`src/rtl/instr_decode_stage_if.sv`:
```
// ---------------------------------------------------------------------------
// instr_decode_stage_if
//   Bundles the instruction-in / decoded-out handshake of the ID stage.
//   slave  : used by the decode stage (consumes instr_in, produces decode)
//   master : used by whoever feeds instructions and consumes decode results
//   Signals
//     flush      branch redirect, drops all buffered instructions
//     in_valid / in_ready / instr_in          upstream handshake + word
//     out_valid / out_ready                   downstream handshake
//     opcode, rd, rs1, rs2                    register / opcode fields
//     selectSize, imm16..imm12, imm_used      immediate selection for extender
//     illegal, ill_count                      undefined class flag + counter
// ---------------------------------------------------------------------------
interface instr_decode_stage_if #(
  parameter int ILL_CNT_W = 8
);
  logic                 flush;
  logic                 in_valid;
  logic                 in_ready;
  logic [31:0]          instr_in;
  logic                 out_valid;
  logic                 out_ready;
  logic [5:0]           opcode;
  logic [4:0]           rd;
  logic [4:0]           rs1;
  logic [4:0]           rs2;
  logic [2:0]           selectSize;
  logic [15:0]          imm16;
  logic [20:0]          imm21;
  logic [8:0]           imm9;
  logic [17:0]          imm18;
  logic [11:0]          imm12;
  logic                 imm_used;
  logic                 illegal;
  logic [ILL_CNT_W-1:0] ill_count;

  modport slave (
    input  flush, in_valid, instr_in, out_ready,
    output in_ready, out_valid, opcode, rd, rs1, rs2, selectSize,
           imm16, imm21, imm9, imm18, imm12, imm_used, illegal, ill_count
  );

  modport master (
    output flush, in_valid, instr_in, out_ready,
    input  in_ready, out_valid, opcode, rd, rs1, rs2, selectSize,
           imm16, imm21, imm9, imm18, imm12, imm_used, illegal, ill_count
  );
endinterface

```
`src/rtl/instr_decode_stage.sv`:
```
// ---------------------------------------------------------------------------
// instr_decode_stage
//   Instruction-decode stage feeding the immediate extender. Accepts 32-bit
//   words over valid/ready, classifies them on opcode[5:3], slices register
//   fields and immediate candidates, and holds results in a 2-entry skid
//   buffer (main register drives the outputs, skid absorbs one word of
//   backpressure). Counts accepted illegal words, saturating.
//   Ports
//     clk    rising-edge clock
//     rst_n  synchronous active-low reset
//     bus    instr_decode_stage_if.slave (handshakes, flush, decoded fields)
// ---------------------------------------------------------------------------
module instr_decode_stage #(
  parameter int ILL_CNT_W = 8
) (
  input  logic                     clk,
  input  logic                     rst_n,
  instr_decode_stage_if.slave      bus
);

  typedef struct packed {
    logic [31:0] word;
    logic [2:0]  sel;
    logic        imm_used;
    logic        illegal;
  } entry_t;

  // Class decode on opcode[5:3] == instr[31:29].
  function automatic entry_t decode(input logic [31:0] w);
    entry_t e;
    e.word     = w;
    e.sel      = 3'd0;
    e.imm_used = 1'b1;
    e.illegal  = 1'b0;
    case (w[31:29])
      3'b000:  e.imm_used = 1'b0;
      3'b001:  e.sel = 3'd0;
      3'b010:  e.sel = 3'd1;
      3'b011:  e.sel = 3'd2;
      3'b100:  e.sel = 3'd3;
      3'b101:  e.sel = 3'd4;
      default: begin
        e.imm_used = 1'b0;
        e.illegal  = 1'b1;
      end
    endcase
    return e;
  endfunction

  function automatic logic [ILL_CNT_W-1:0] sat_inc(input logic [ILL_CNT_W-1:0] v);
    return (&v) ? v : v + 1'b1;
  endfunction

  entry_t               main_q, main_d;
  entry_t               skid_q, skid_d;
  logic                 main_valid_q, main_valid_d;
  logic                 skid_valid_q, skid_valid_d;
  logic [ILL_CNT_W-1:0] ill_cnt_q, ill_cnt_d;

  entry_t new_entry;
  logic   accept;

  always_comb begin
    new_entry    = decode(bus.instr_in);
    // in_ready is the registered complement of skid occupancy.
    accept       = bus.in_valid & ~skid_valid_q;
    main_d       = main_q;
    skid_d       = skid_q;
    main_valid_d = main_valid_q;
    skid_valid_d = skid_valid_q;
    ill_cnt_d    = ill_cnt_q;

    if (bus.flush) begin
      // Redirect: everything buffered or offered this cycle is dropped.
      main_valid_d = 1'b0;
      skid_valid_d = 1'b0;
    end else begin
      if (accept && new_entry.illegal)
        ill_cnt_d = sat_inc(ill_cnt_q);

      if (!main_valid_q) begin
        if (accept) begin
          main_d       = new_entry;
          main_valid_d = 1'b1;
        end
      end else if (bus.out_ready) begin
        if (skid_valid_q) begin
          // No accept is possible here because in_ready is low.
          main_d       = skid_q;
          skid_valid_d = 1'b0;
        end else if (accept) begin
          main_d = new_entry;
        end else begin
          main_valid_d = 1'b0;
        end
      end else if (accept) begin
        skid_d       = new_entry;
        skid_valid_d = 1'b1;
      end
    end
  end

  always_ff @(posedge clk) begin
    if (!rst_n) begin
      main_q       <= '0;
      skid_q       <= '0;
      main_valid_q <= 1'b0;
      skid_valid_q <= 1'b0;
      ill_cnt_q    <= '0;
    end else begin
      main_q       <= main_d;
      skid_q       <= skid_d;
      main_valid_q <= main_valid_d;
      skid_valid_q <= skid_valid_d;
      ill_cnt_q    <= ill_cnt_d;
    end
  end

  assign bus.in_ready   = ~skid_valid_q;
  assign bus.out_valid  = main_valid_q;
  assign bus.opcode     = main_q.word[31:26];
  assign bus.rd         = main_q.word[25:21];
  assign bus.rs1        = main_q.word[20:16];
  assign bus.rs2        = main_q.word[15:11];
  assign bus.selectSize = main_q.sel;
  assign bus.imm16      = main_q.word[15:0];
  assign bus.imm21      = main_q.word[20:0];
  assign bus.imm9       = main_q.word[8:0];
  assign bus.imm18      = main_q.word[17:0];
  assign bus.imm12      = main_q.word[11:0];
  assign bus.imm_used   = main_q.imm_used;
  assign bus.illegal    = main_q.illegal;
  assign bus.ill_count  = ill_cnt_q;

endmodule

```
`src/flat_wrapper.sv`:
```
// flat-port wrapper written by rule: the top's interface ports become plain ports
module instr_decode_stage_flat 
#(
  parameter int ILL_CNT_W = 8
)
  (clk, rst_n, bus_flush, bus_in_valid, bus_instr_in, bus_out_ready, bus_in_ready, bus_out_valid, bus_opcode, bus_rd, bus_rs1, bus_rs2, bus_selectSize, bus_imm16, bus_imm21, bus_imm9, bus_imm18, bus_imm12, bus_imm_used, bus_illegal, bus_ill_count);
  instr_decode_stage_if #(.ILL_CNT_W(ILL_CNT_W)) bus_i ();
  input  logic clk;
  input  logic rst_n;
  input wire logic [$bits(bus_i.flush)-1:0] bus_flush;
  input wire logic [$bits(bus_i.in_valid)-1:0] bus_in_valid;
  input wire logic [$bits(bus_i.instr_in)-1:0] bus_instr_in;
  input wire logic [$bits(bus_i.out_ready)-1:0] bus_out_ready;
  output wire logic [$bits(bus_i.in_ready)-1:0] bus_in_ready;
  output wire logic [$bits(bus_i.out_valid)-1:0] bus_out_valid;
  output wire logic [$bits(bus_i.opcode)-1:0] bus_opcode;
  output wire logic [$bits(bus_i.rd)-1:0] bus_rd;
  output wire logic [$bits(bus_i.rs1)-1:0] bus_rs1;
  output wire logic [$bits(bus_i.rs2)-1:0] bus_rs2;
  output wire logic [$bits(bus_i.selectSize)-1:0] bus_selectSize;
  output wire logic [$bits(bus_i.imm16)-1:0] bus_imm16;
  output wire logic [$bits(bus_i.imm21)-1:0] bus_imm21;
  output wire logic [$bits(bus_i.imm9)-1:0] bus_imm9;
  output wire logic [$bits(bus_i.imm18)-1:0] bus_imm18;
  output wire logic [$bits(bus_i.imm12)-1:0] bus_imm12;
  output wire logic [$bits(bus_i.imm_used)-1:0] bus_imm_used;
  output wire logic [$bits(bus_i.illegal)-1:0] bus_illegal;
  output wire logic [$bits(bus_i.ill_count)-1:0] bus_ill_count;
  assign bus_i.flush = bus_flush;
  assign bus_i.in_valid = bus_in_valid;
  assign bus_i.instr_in = bus_instr_in;
  assign bus_i.out_ready = bus_out_ready;
  assign bus_in_ready = bus_i.in_ready;
  assign bus_out_valid = bus_i.out_valid;
  assign bus_opcode = bus_i.opcode;
  assign bus_rd = bus_i.rd;
  assign bus_rs1 = bus_i.rs1;
  assign bus_rs2 = bus_i.rs2;
  assign bus_selectSize = bus_i.selectSize;
  assign bus_imm16 = bus_i.imm16;
  assign bus_imm21 = bus_i.imm21;
  assign bus_imm9 = bus_i.imm9;
  assign bus_imm18 = bus_i.imm18;
  assign bus_imm12 = bus_i.imm12;
  assign bus_imm_used = bus_i.imm_used;
  assign bus_illegal = bus_i.illegal;
  assign bus_ill_count = bus_i.ill_count;
  instr_decode_stage #(.ILL_CNT_W(ILL_CNT_W)) u_core (.clk(clk), .rst_n(rst_n), .bus(bus_i));
endmodule
```
`config.mk`:
```
export PLATFORM = sky130hd
export DESIGN_NAME = instr_decode_stage_flat
export DESIGN_NICKNAME = d
export VERILOG_FILES = /design/src/rtl/instr_decode_stage_if.sv /design/src/rtl/instr_decode_stage.sv /design/src/flat_wrapper.sv
export SDC_FILE = /design/constraint.sdc
export NUM_CORES = 1
export LEC_CHECK = 0
export BUFFER_PORTS_ARGS = -buffer_cell sky130_fd_sc_hd__buf_2
export CORE_MARGIN = 5
export CORE_UTILIZATION = 45
export DETAILED_ROUTE_END_ITERATION = 16
export MAX_ROUTING_LAYER = met4
export PLACE_DENSITY = 0.75
export REMOVE_ABC_BUFFERS = 1
export SYNTH_ARGS = -nofsm -noshare
export SYNTH_HDL_FRONTEND = slang
export SYNTH_SLANG_ARGS = --single-unit
```
`constraint.sdc`:
```
create_clock -name clk -period 1.75 [get_ports clk]
set_input_delay 0.0875 -clock clk [delete_from_list [all_inputs] [get_ports clk]]
set_output_delay 0.0875 -clock clk [all_outputs]
set_load 0.05 [all_outputs]
```
* After elaboration in Yosys (flattened, before gate mapping)
Cells that the tools add are included.
** Cells by class
- Bitwise gates (word level) :: 6
- Order comparisons :: 0
- Muxes and demuxes :: 13
- $mul :: 0
- Shifts and indexed selects :: 0
- Div/mod/pow operators :: 0
- $add $sub $neg :: 1
- Reductions and logical operators :: 11
- Eq/ne operators :: 6
** Operators by type and width (number)
- $mux 37 :: 4
- $pmux 3 s4 :: 1
- $add 8x1->8 const B :: 1
- $mux 1 :: 8
- $reduce_and 8->1 :: 1
- $eq 3x2->1 const B :: 2
- $eq 3x3->1 const B :: 2
- $reduce_or 6->1 :: 1
- $not 1->1 :: 5
- $reduce_or 5->1 :: 1
- $reduce_and 2->1 :: 2
- $reduce_and 4->1 :: 1
- $eq 3x1->1 const B :: 1
- $logic_not 3->1 :: 1
- $reduce_and 3->1 :: 1
- $ne 2x2->1 const B :: 1
- $reduce_bool 2->1 :: 1
- $reduce_or 2->1 :: 1
- $and 1x1->1 :: 1
- $logic_and 1x1->1 :: 1
** Word-level totals
- Input bits :: 37
- Bits in read-only memories :: 0
- Word-level logic and storage cells :: 48
- RAM bits :: 0
- Memories :: 0
- Latch bits :: 0
- Bits in registers :: 84

* Depth between registers and ports, before layout
Gate-level depths: netlist (run 1).
- Depth in word-level cells :: 7
- Depth in mapped cells :: 6

* Worst setup path after synthesis (run 1)
No wires, ideal clock.
- Kind :: register to register
- Start :: register u_core.ill_cnt_q[0], in the netlist u_core.bus.ill_count[0]
- End :: register u_core.ill_cnt_q[3], in the netlist u_core.bus.ill_count[3]
- Path slack :: -0.001 ns
- Buffers on the path :: 0
- Arrival :: 1.623 ns
- Data required time :: 1.622 ns
- Cell stages (with the launch flop) :: 6
- Path through :: dfxtp_1 > ha_1 > nand3_1 > o2111ai_1 > xor2_1 > nor2_1
** On the way
- Cells in the longest elaborated chain, start to end :: 3
- Elaborated cells on any way between the ends :: 4
- Those cells by class :: add/sub (1); bitwise (1); reduce/logical (2)
** Ends and longest elaborated chain
- start, declared :: line instr_decode_stage.sv:58 : logic [ILL_CNT_W-1:0] ill_cnt_q, ill_cnt_d;
- start signal, assigned :: line instr_decode_stage.sv:115 : ill_cnt_q <= ill_cnt_d;
- parallel branches: the longest is 3 deep, another holds $add 8x1->8
Parallel ways; which one is timed is not known.
A chain may end at the register's enable or synchronous reset.

* Final worst setup path (run 1)
- Start :: register u_core.skid_valid_q
- End :: register u_core.ill_cnt_q[6], in the netlist u_core.bus.ill_count[6]
** On the way
- Cells in the longest elaborated chain, start to end :: 4
** Ends and longest elaborated chain
- start, declared :: line instr_decode_stage.sv:57 : logic skid_valid_q, skid_valid_d;
- start signal, assigned :: line instr_decode_stage.sv:114 : skid_valid_q <= skid_valid_d;
- $not 1->1 :: line instr_decode_stage.sv:66 : accept = bus.in_valid & ~skid_valid_q;
- $and 1x1->1 :: line instr_decode_stage.sv:66
- $logic_and 1x1->1 :: line instr_decode_stage.sv:78 : if (accept && new_entry.illegal)
- $reduce_and 3->1 (no line)
Every way passes these cells.

==> results of run 1 <==
==> registers in the layout, indices dropped and copies added, names as in the netlist, 2 cells and up <==
name,cells
u_core.bus.ill_count,8
u_core.bus.imm12,12
u_core.bus.imm16,4
u_core.bus.imm18,2
u_core.bus.imm21,3
u_core.bus.opcode,6
u_core.bus.rd,5
u_core.bus.selectSize,3
u_core.skid_q,37
==> worst max-delay path: stages (launching register included) <==
cell      delay, ns
dfxtp_1        0.41
nor3b_4        0.33
o211ai_2       0.21
or4_1          0.43
a21oi_1        0.15
==> cells by family after synthesis <==
family,after synthesis,share of synthesized area (%)
and+or+nand+nor,107,12.5
DFF,84,44.8
xor gates and xnor gates,3,0.701
adders and majority gates,1,0.334
muxes,3,0.801
buffers and inverters,97,17.1
AOI/OAI and AO/OA,162,23.8
==> power by group <==
group	internal [mW]	total [mW]	leakage, nW	switching (mW)
Combinational	0.266	1.09	1.30	0.819
Clock	0.669	1.38	0.0938	0.714
Sequential	1.98	2.03	0.684	0.0511
==> layer usage <==
| metal | GRT usage [%] | part of all wire, % | vias to the layer above |
|---|---|---|---|
| met5 | - | 0 | - |
| met4 | 6.54 | 0.59 | 0 |
| met3 | 2.89 | 6.0 | 4 |
| met2 | 31.2 | 49 | 114 |
| met1 | 22.2 | 44 | 1553 |
| li1 | - | - | 1735 |
==> stage by stage <==
step | TNS (ns) | std cells | utilization [%] | hold WS, ns | power [mW]
floorplan | -43.47 | 364 | - | 0.187 | 2.81
global placement | 0 | 630 | 50.3 | 0.310 | 3.10
detailed placement | 0 | 630 | 50.3 | 0.319 | 3.11
CTS | 0 | 675 | 56.4 | 0.0114 | 4.54
global route | 0 | 675 | 56.4 | 0.0490 | 4.69
finish | 0 | 675 | 56.4 | 0.0269 | 4.50
==> cell type report <==
cell class	count	area [µm²]	area share, %
Sequential cell	84	1680	36.5
Tap cell	105	131	2.85
Inverter	4	15.0	0.326
Clock inverter	6	73.8	1.60
Multi-Input combinational cell	276	1430	31.1
Timing Repair Buffer	191	1150	25.0
Clock buffer	9	124	2.69
==> cell usage in the layout, fill, tap and decap left out, drive strengths merged, types with 2 or more instances in the layout <==
master / instances
dlygate4sd3: 30
buf: 161
nand2b: 5
xor2: 3
a21oi: 79
dfxtp: 84
nand2: 76
o22ai: 36
clkinvlp: 2
mux2i: 3
nor2: 10
clkbuf: 9
or3: 3
a211oi: 2
o2111ai: 2
nand3: 4
inv: 6
o21ai: 41
nor3: 2
and2: 2
==> how the worst min path moves through the flow <==
stage,startpoint,to,cells past startpoint
global placement,bus_out_ready,u_core.skid_valid_q,2
global route,bus_instr_in[29],u_core.skid_q[34],3
CTS,bus_instr_in[29],u_core.skid_q[34],3
floorplan,bus_out_ready,u_core.skid_valid_q,1
finish,bus_instr_in[29],u_core.skid_q[34],3
detailed placement,bus_out_ready,u_core.skid_valid_q,2
==> metrics.md, run 1 <==
| Metric | Value |
|---|---|
| Cts hold-fix bufs | `30` |
| Synth Warn # | `0` |
| Routability congestion estimate | `0.778` |
| Die height | `101 µm` |
| Die ar. | `slightly above 0.01 mm²` |
| Critical Path RT | `2.02 ns` |
| First-pass GRT wire length | `15100 µm` |
| Initial Util | `45.9%` |
| # rows | `33` |
| Post-cts sizing count | `0` |
| Number of buffers created by CTS | `9` |
| Fillers | `roughly 770` |
| Worst-path fanout max | `7` |
| Via Count | `about 3400` |
| Unrepaired setup endpoints after global routing | `false` |
| DPL Wire Length | `6270 µm` |
| Largest net degree at the start of global routing | `38` |
| Clk_skew | `approximately 0.011 ns` |
| Synth cell types | `32` |
| EDFF count, synth | `0` |
| Asr flop ratio synth | `0%` |
| Vias in the first global route | `around 3200` |
| TritonCTS sink count | `84` |
| Top FF cell, synth | `dfxtp_1` |
| Clock transition at path regs | `0.09 ns` |
| Worst Hold Class | `in -> reg` |
| Fin. max-slew vios | `0` |
| Dominant cells by area after synthesis | `dfxtp_1 (45%), buf_4 (13%), a21oi_1 (11%), nand2_1 (7.5%), o22ai_1 (6.0%)` |
| Layout area overhead | `23.0%` |
| Gr ovfl total | `0` |
| Syn Area/Cell | `slightly above 8 µm²` |
| # diodes | `0` |
| R2R depth | `4` |
| Clk root buf | `clkbuf_8` |
| Worst Path Arrival | `around 1.9 ns` |
| Ports | `~150` |
| Max-cap violations | `0` |
| Instance count of the mapped netlist | `457` |
| PD cells | `between 900 and 1000 mW/mm²` |
| Via density | `5.05` |
| Initial antenna violation count | `0` |
| #FFs+latches synth | `84` |
| Share of layout cells above drive strength 1 | `approximately a third` |
| Maximum clock path buffer count | `2` |
| Final instance area | `0.00461 mm²` |
| Area leader, netlist | `dfxtp_1` |
| Die Wd | `101 µm` |
| WL/cell | `13.6 µm` |
| Worst setup path end | `u_core.bus.ill_count[6]` |
| CTS tree | `done` |
| Final ANT Viol Nets | `0` |
| Worst setup SP type | `register` |
| Final nets | `between 600 and 700` |
| Slew @ Worst Pin | `slightly below 0.5 ns` |
| Worst Setup End Kind | `register` |
| Port bufs | `~150` |
| Final Setup Violations | `0` |
| 1st-iter DRT viols | `about 130` |
| Rel. slew slack | `between 60% and 70%` |
| Placed inst area | `just over 0.004 mm²` |
| Peak supply drop | `about 0.00046 V` |
| Top-count cell post-synth | `dfxtp_1` |
| Leakage | `2.08 nW` |
| Pre-CTS WS | `0.180 ns` |
| Final WS setup | `0.153 ns` |
| Reg2Reg Launch Point | `u_core.skid_valid_q` |
| Max Freq | `0.626 GHz` |
| Hold Vio Cnt, Final | `0` |
| Pre-antenna DRT Iters | `4` |
| Post-CTS setup buffer count | `0` |
| Crit Path Category | `reg -> reg` |
| Yosys top cell area share | `44.8%` |
| Drt total wl | `9210 µm` |
| Worst Setup SP | `u_core.skid_valid_q` |
| Worst-skew pair later-pin latency | `0.35 ns` |
| Post-synthesis sequential area ratio | `between 40 and 50%` |
| R2R Setup Slk | `~0.15 ns` |
| H-tree depth | `3` |
| Period minus WS final | `around 1.6 ns` |
| Overall global routing resource usage | `between 10% and 20%` |
| Mapped Area | `between 0.003 and 0.004 mm²` |
| Period utilization | `between 90% and 100%` |
| Status | `completed` |
| Worst R2R End | `u_core.bus.ill_count[6]` |
| Commonest cells in the netlist | `dfxtp_1 (84), a21oi_1 (79), nand2_1 (75)` |
| # DRC | `0` |
| Core area | `0.00818 mm²` |
Note: power is estimated with default switching activity, not from simulation.
==> run 2, diff against run 1 <==
--- a/config.mk
+++ b/config.mk
@@ -6,10 +6,12 @@
 export NUM_CORES = 1
 export LEC_CHECK = 0
+export ABC_AREA = 1
 export BUFFER_PORTS_ARGS = -buffer_cell sky130_fd_sc_hd__buf_2
 export CORE_MARGIN = 5
 export CORE_UTILIZATION = 45
 export DETAILED_ROUTE_END_ITERATION = 16
+export HOLD_SLACK_MARGIN = 0.06
 export MAX_ROUTING_LAYER = met4
-export PLACE_DENSITY = 0.75
+export PLACE_DENSITY = 0.74
 export REMOVE_ABC_BUFFERS = 1
 export SYNTH_ARGS = -nofsm -noshare
==> constraint.sdc (replaced) <==
create_clock -name clk -period 1.75 [get_ports clk]
set_input_delay 0.175 -clock clk [delete_from_list [all_inputs] [get_ports clk]]
set_output_delay 0.175 -clock clk [all_outputs]
set_load 0.05 [all_outputs]
==> run 2 against run 1 <==
Compared with the run above: area after synthesis grew 8.4%; sequential share of layout area grew 0.54 points; sequential power is essentially flat; fmax grew 1.8%; hold slack gained 0.073 ns; clock skew shrank 0.0021 ns; non-clock buffer count shrank 31; critical endpoint is now u_core.bus.ill_count[0].
==> metrics.md, run 2 <==
| Metric | Value |
|---|---|
| Status | `completed` |
| Cts hold-fix bufs | `0` |
| Delay of the slowest critical-path stage | `between 0.3 and 0.4 ns` |
| Leakage | `between 2 and 2.5 nW` |
| Number of buffers created by CTS | `9` |
| Gr ovfl total | `0` |
| Die height | `~110 µm` |
| Port bufs | `148` |
| Max-cap violations | `0` |
| DPL Wire Length | `7010 µm` |
| Drt total wl | `9750 µm` |
| Asr flop ratio synth | `0%` |
| Synth Area in Simple Gates | `26.7%` |
| Post-synthesis mux area share | `0%` |
| H-tree depth | `3` |
| Critical Path Slowest Stage Cell | `nor2_1` |
| Hold Vio Cnt, Final | `0` |
| Worst setup SP type | `register` |
| Rel. slew slack | `68.6%` |
| Pre-CTS WS | `0.204 ns` |
| Placed inst area | `~0.0044 mm²` |
| TritonCTS sink count | `84` |
| Slew @ Worst Pin | `0.470 ns` |
| Unrepaired setup endpoints after global routing | `false` |
| Mapped Area | `slightly above 0.004 mm²` |
| Final Non-Filler Cells | `around 760` |
| Worst-skew pair later-pin latency | `between 0.3 and 0.4 ns` |
| # rows | `34` |
| Synth Warn # | `0` |
| Instance count of the mapped netlist | `576` |
| Cell total after placement | `~750` |
| Period minus WS final | `1.57 ns` |
| Ports | `roughly 150` |
| Most frequent cells in the layout | `buf_2 (148), nor2_1 (141), nand2_1 (113)` |
| WL/cell | `12.8 µm` |
| Syn Area/Cell | `between 7 and 8 µm²` |
| Vias in the first global route | `about 3400` |
| Dominant cells by area after synthesis | `dfxtp_1 (41%), nor2_1 (13%), buf_4 (12%), nand2_1 (11%), o21ai_0 (5.2%)` |
| Commonest cells in the netlist | `nor2_1 (141), nand2_1 (114), dfxtp_1 (84)` |
| 1st-iter DRT viols | `184` |
| Top FF cell, synth | `dfxtp_1` |
| Reg with most FFs | `u_core.skid_q` |
| Maximum clock path buffer count | `2` |
| Area leader, netlist | `dfxtp_1` |
| Top-count cell post-synth | `nor2_1` |
| EDFF count, synth | `0` |
| Final instance area | `about 0.0045 mm²` |
| Final ANT Viol Nets | `0` |
| R2R Setup Slk | `roughly 0.18 ns` |
| Overall global routing resource usage | `~17%` |
| Synth cell types | `24` |
| Pre-antenna DRT Iters | `5` |
| Share of layout cells above drive strength 1 | `roughly 28%` |
| Crit Path Category | `reg -> reg` |
| Initial Util | `around 46%` |
| Period utilization | `between 80% and 90%` |
| Die Wd | `around 110 µm` |
| Initial antenna violation count | `0` |
| CP dominant cell by count | `nand2_1` |
| Post-Synth Adder-Cell Area | `0.308%` |
| Max Freq | `0.637 GHz` |
| Hold path start | `bus_instr_in[3]` |
| Xor/xnor share of the synthesized area | `0.215%` |
| PD cells | `between 900 and 1000 mW/mm²` |
| Yosys top cell area share | `slightly above 40%` |
| # diodes | `0` |
| Clk root buf | `clkbuf_8` |
| Commonest non-fill, non-tap cell in the layout | `buf_2` |
| TNS Setup | `0 ns` |
| #FFs+latches synth | `84` |
| Max reg flops | `37` |
| Critical Path RT | `about 2.0 ns` |
| Clock transition at path regs | `0.09 ns` |
| Final WS setup | `around 0.18 ns` |
| Worst Path Arrival | `between 1.5 and 2 ns` |
| Hold Worst Slack | `about 0.1 ns` |
| Clk_skew | `between 0.009 and 0.01 ns` |
| Die ar. | `approximately 0.011 mm²` |
| Worst Setup SP | `u_core.bus.ill_count[0]` |
| First-pass GRT wire length | `15700 µm` |
| Worst Hold Class | `in -> reg` |
| Worst-path fanout max | `6` |
| Largest net degree at the start of global routing | `35` |
| CTS tree | `done` |
| Core area | `just under 0.009 mm²` |
| Post-synthesis sequential area ratio | `41.4%` |
| Fin. max-slew vios | `0` |
| Largest family of logic cells by synthesized area | `simple AND/OR/NAND/NOR gates` |
| Worst Setup End Kind | `register` |
| Peak supply drop | `approximately 0.00033 V` |
| Compound-Gate Fraction of Synth Area | `between 10% and 20%` |
| Final Setup Violations | `0` |
| Via density | `~5.0` |
| Final nets | `just under 700` |
| Layout area overhead | `11.7%` |
| Routability congestion estimate | `between 0.8 and 0.9` |
| # DRC | `0` |
| Crit-path cells | `ha_1 -> nand2_1 -> inv_1 -> nand2_1 -> nor2_1 -> nor2_1 -> nand2_1 -> a21oi_1` |
| Reg2Reg Launch Point | `u_core.bus.ill_count[0]` |
| Via Count | `approximately 3800` |
run 2: area by class of cell:
class,count,area [µm²]
Clock buffer,9,124
Timing Repair Buffer,160,831
Fill cell,893,4220
Inverter,24,92.6
Clock inverter,6,32.5
Multi-Input combinational cell,373,1650
Tap cell,108,135
Sequential cell,84,1680
run 2: worst paths after layout:
kind | cells after the start | endpoint
min | 3 | u_core.skid_q[8]
max reg2reg | 8 | u_core.bus.ill_count[0]
min reg2reg | 2 | u_core.skid_q[36]
max | 8 | u_core.bus.ill_count[0]
run 2: cell families (layout without fill, tap and decap cells):
logic type,after synthesis,in the layout
AOI/OAI and AO/OA,96,96
and+or+nand+nor,275,275
DFF,84,84
buffers and inverters,119,199
adders and majority gates,1,1
xor gates and xnor gates,1,1
run 2: repair_timing:
item                                   in CTS  in global routing
resized for setup                           0                  1
buffers inserted                            0                  0
endpoints found under the hold margin       0                  0
setup endpoints to repair                   0                  3
run 2: through the flow:
step                      power (mW)  utilization [%]
after floorplan                 2.88                -
after global placement          3.17             50.0
after detailed placement        3.18             50.0
after CTS                       4.34             51.8
after global routing            4.50             51.8
final                           4.29             51.8
run 2: power by group:
group	internal (mW)	switching (mW)	leakage, nW
Sequential	1.98	0.0532	0.684
Clock	0.495	0.668	0.0844
Combinational	0.239	0.853	1.52
Total	2.72	1.57	2.29
run 2: per-layer routing:
metal | wire [µm] | GRT usage, %
met1 | 4210 | 21.0
met3 | 752 | 3.95
met2 | 4670 | 28.9
met4 | 120 | 5.02
met5 | 0 | -
run 2: critical path: cells and delay by family, from the launching register on:
family	cells	cell delay [ns]
AND/OR/NAND/NOR	5	0.69
flip-flops	1	0.35
AO/OA/AOI/OAI	1	0.16
adder cells (fa/ha/maj)	1	0.23
buffers and inverters	1	0.06
==> run 3, diff against run 2 <==
SETUP_SLACK_MARGIN = 0.02   (was unset)
clock period = 1.6 ns   (was 1.75 ns; I/O delays follow)
==> run 3 against run 2 <==
Compared with the run above: setup slack lost 0.058 ns; via count shrank 0.71%; fmax grew 6.2%; cell area grew 2.1%; sequential power grew 9%; register-to-register slack lost 0.06 ns; global-route usage grew 0.19 points; combinational power grew 10%; hold slack lost 0.0021 ns; utilization grew 1.1 points; non-clock buffer count grew 2; first-iteration DRC count shrank 22%; largest cell class unchanged.
==> metrics.md, run 3 (same netlist as run 2, synthesis figures left out) <==
| Metric | Value |
|---|---|
| Status | `completed` |
| Final Setup Violations | `0` |
| CP dominant cell by count | `nand2_1` |
| Pre-antenna DRT Iters | `4` |
| Routability congestion estimate | `about 0.85` |
| H-tree depth | `3` |
| Critical Path Slowest Stage Cell | `dfxtp_1` |
| Fin. max-slew vios | `0` |
| Commonest non-fill, non-tap cell in the layout | `buf_2` |
| Initial Util | `a little under half` |
| Via Count | `~3800` |
| Share of layout cells above drive strength 1 | `between 20% and 30%` |
| Drt total wl | `just under 10000 µm` |
| Leakage | `~2.3 nW` |
| # DRC | `0` |
| 1st-iter DRT viols | `~140` |
| Critical Path RT | `approximately 1.9 ns` |
| First-pass GRT wire length | `about 16000 µm` |
| TritonCTS sink count | `84` |
| WL/cell | `12.5 µm` |
| Core area | `0.00876 mm²` |
| Fillers | `888` |
| Gr ovfl total | `0` |
| Die ar. | `0.0110 mm²` |
| Hold Worst Slack | `0.0975 ns` |
| Unrepaired setup endpoints after global routing | `true` |
| PD cells | `roughly 1100 mW/mm²` |
| Worst Hold Class | `in -> reg` |
| Crit-path cells | `ha_1 -> nand2_1 -> nor2_1 -> nand3_2 -> nand2_4 -> nand2_1 -> a21oi_1` |
| Overall global routing resource usage | `around 18%` |
| Max Freq | `0.677 GHz` |
| Most frequent cells in the layout | `buf_2 (148), nor2_1 (140), nand2_1 (113)` |
| Crit Path Category | `reg -> reg` |
| DPL Wire Length | `between 6000 and 7000 µm` |
| Worst-path fanout max | `8` |
| Slew @ Worst Pin | `0.374 ns` |
| Worst Path Arrival | `about 1.7 ns` |
| Reg with most FFs | `u_core.skid_q` |
| Final ANT Viol Nets | `0` |
| Port bufs | `around 150` |
| Die height | `105 µm` |
| Max-cap violations | `0` |
| Post-cts sizing count | `1` |
| Worst setup SP type | `register` |
| Initial antenna violation count | `1` |
| Post-CTS setup buffer count | `0` |
| Cts hold-fix bufs | `0` |
| Layout area overhead | `14.1%` |
| Clk_skew | `0.00889 ns` |
| Worst Setup End Kind | `register` |
| Ports | `approximately 150` |
| Clk root buf | `clkbuf_8` |
| Number of buffers created by CTS | `9` |
| Clock transition at path regs | `about 0.09 ns` |
| Period utilization | `92.4%` |
| Maximum clock path buffer count | `2` |
| Final instance area | `~0.0046 mm²` |
| Placed inst area | `roughly 0.0044 mm²` |
| Worst-skew pair later-pin latency | `0.33 ns` |
| # rows | `34` |
| Period minus WS final | `1.48 ns` |
| Die Wd | `roughly 110 µm` |
| Final nets | `between 600 and 700` |
| Largest net degree at the start of global routing | `35` |
| Rel. slew slack | `approximately three quarters` |
| Delay of the slowest critical-path stage | `0.40 ns` |
| Max reg flops | `37` |
| CTS tree | `done` |
| Via density | `4.89` |
| Vias in the first global route | `around 3500` |
| Hold Vio Cnt, Final | `0` |
| Peak supply drop | `0.000549 V` |
==> run 3: cell types whose count changed in the layout (fill, tap and decap cells not counted), sizes merged <==
cell / change
clkbuf: +2
clkinv: -2
bufinv: +1
buf: +2
diode: +1
==> run 3: stage by stage <==
| stage | setup TNS [ns] | util [%] | power [mW] | setup slack, ns | instances |
|---|---|---|---|---|---|
| global placement | 0 | 50.3 | 3.48 | 0.174 | 751 |
| global route | 0 | 53.0 | 5.23 | 0.0160 | 768 |
| CTS | 0 | 52.8 | 5.05 | 0.0804 | 767 |
| detailed placement | 0 | 50.3 | 3.49 | 0.0256 | 751 |
| finish | 0 | 53.0 | 4.98 | 0.122 | 768 |
| floorplan | -57.79 | - | 3.15 | -0.738 | 481 |
==> run 3: path summary, 6_finish.rpt <==
path | startpoint | endpoint | slack, ns | depth (start not counted)
setup / recovery | u_core.bus.ill_count[0] | u_core.bus.ill_count[0] | 0.12 | 7
hold / removal | bus_instr_in[18] | u_core.skid_q[23] | 0.1 | 3
setup reg to reg | u_core.bus.ill_count[0] | u_core.bus.ill_count[0] | 0.12 | 7
hold reg to reg | u_core.bus.illegal | u_core.bus.illegal | 0.47 | 2
==> run 3: routing by layer <==
layer	global-route usage, %	share of wire (%)
met3	4.07	6.6
met5	-	0
met1	20.0	44
met2	30.3	49
met4	5.66	0.99
==> run 3: layout make-up <==
type                    count  area, µm²  share of cell area (%)
inverters                  24       92.6                    2.00
repair buffers            162        858                    18.5
clock buffers              11        151                    3.26
flip-flops and latches     84       1680                    36.2
diodes                      1       2.50                  0.0539
well taps                 108        135                    2.91
multi-input cells         373       1660                    35.8
clock inverters             5       60.1                    1.29
==> run 3: power breakdown <==
group          switching, mW  internal (mW)  leakage (nW)
Clock                  0.739          0.810         0.106
Combinational          0.933          0.269          1.53
Sequential            0.0575           2.17         0.684
==> run 3: worst max-delay path: cells and delay by family, from the launching register on <==
family | cells | cell delay (ns)
AO/OA/AOI/OAI | 1 | 0.14
adder cells (fa/ha/maj) | 1 | 0.20
flip-flops | 1 | 0.40
AND/OR/NAND/NOR | 5 | 0.68
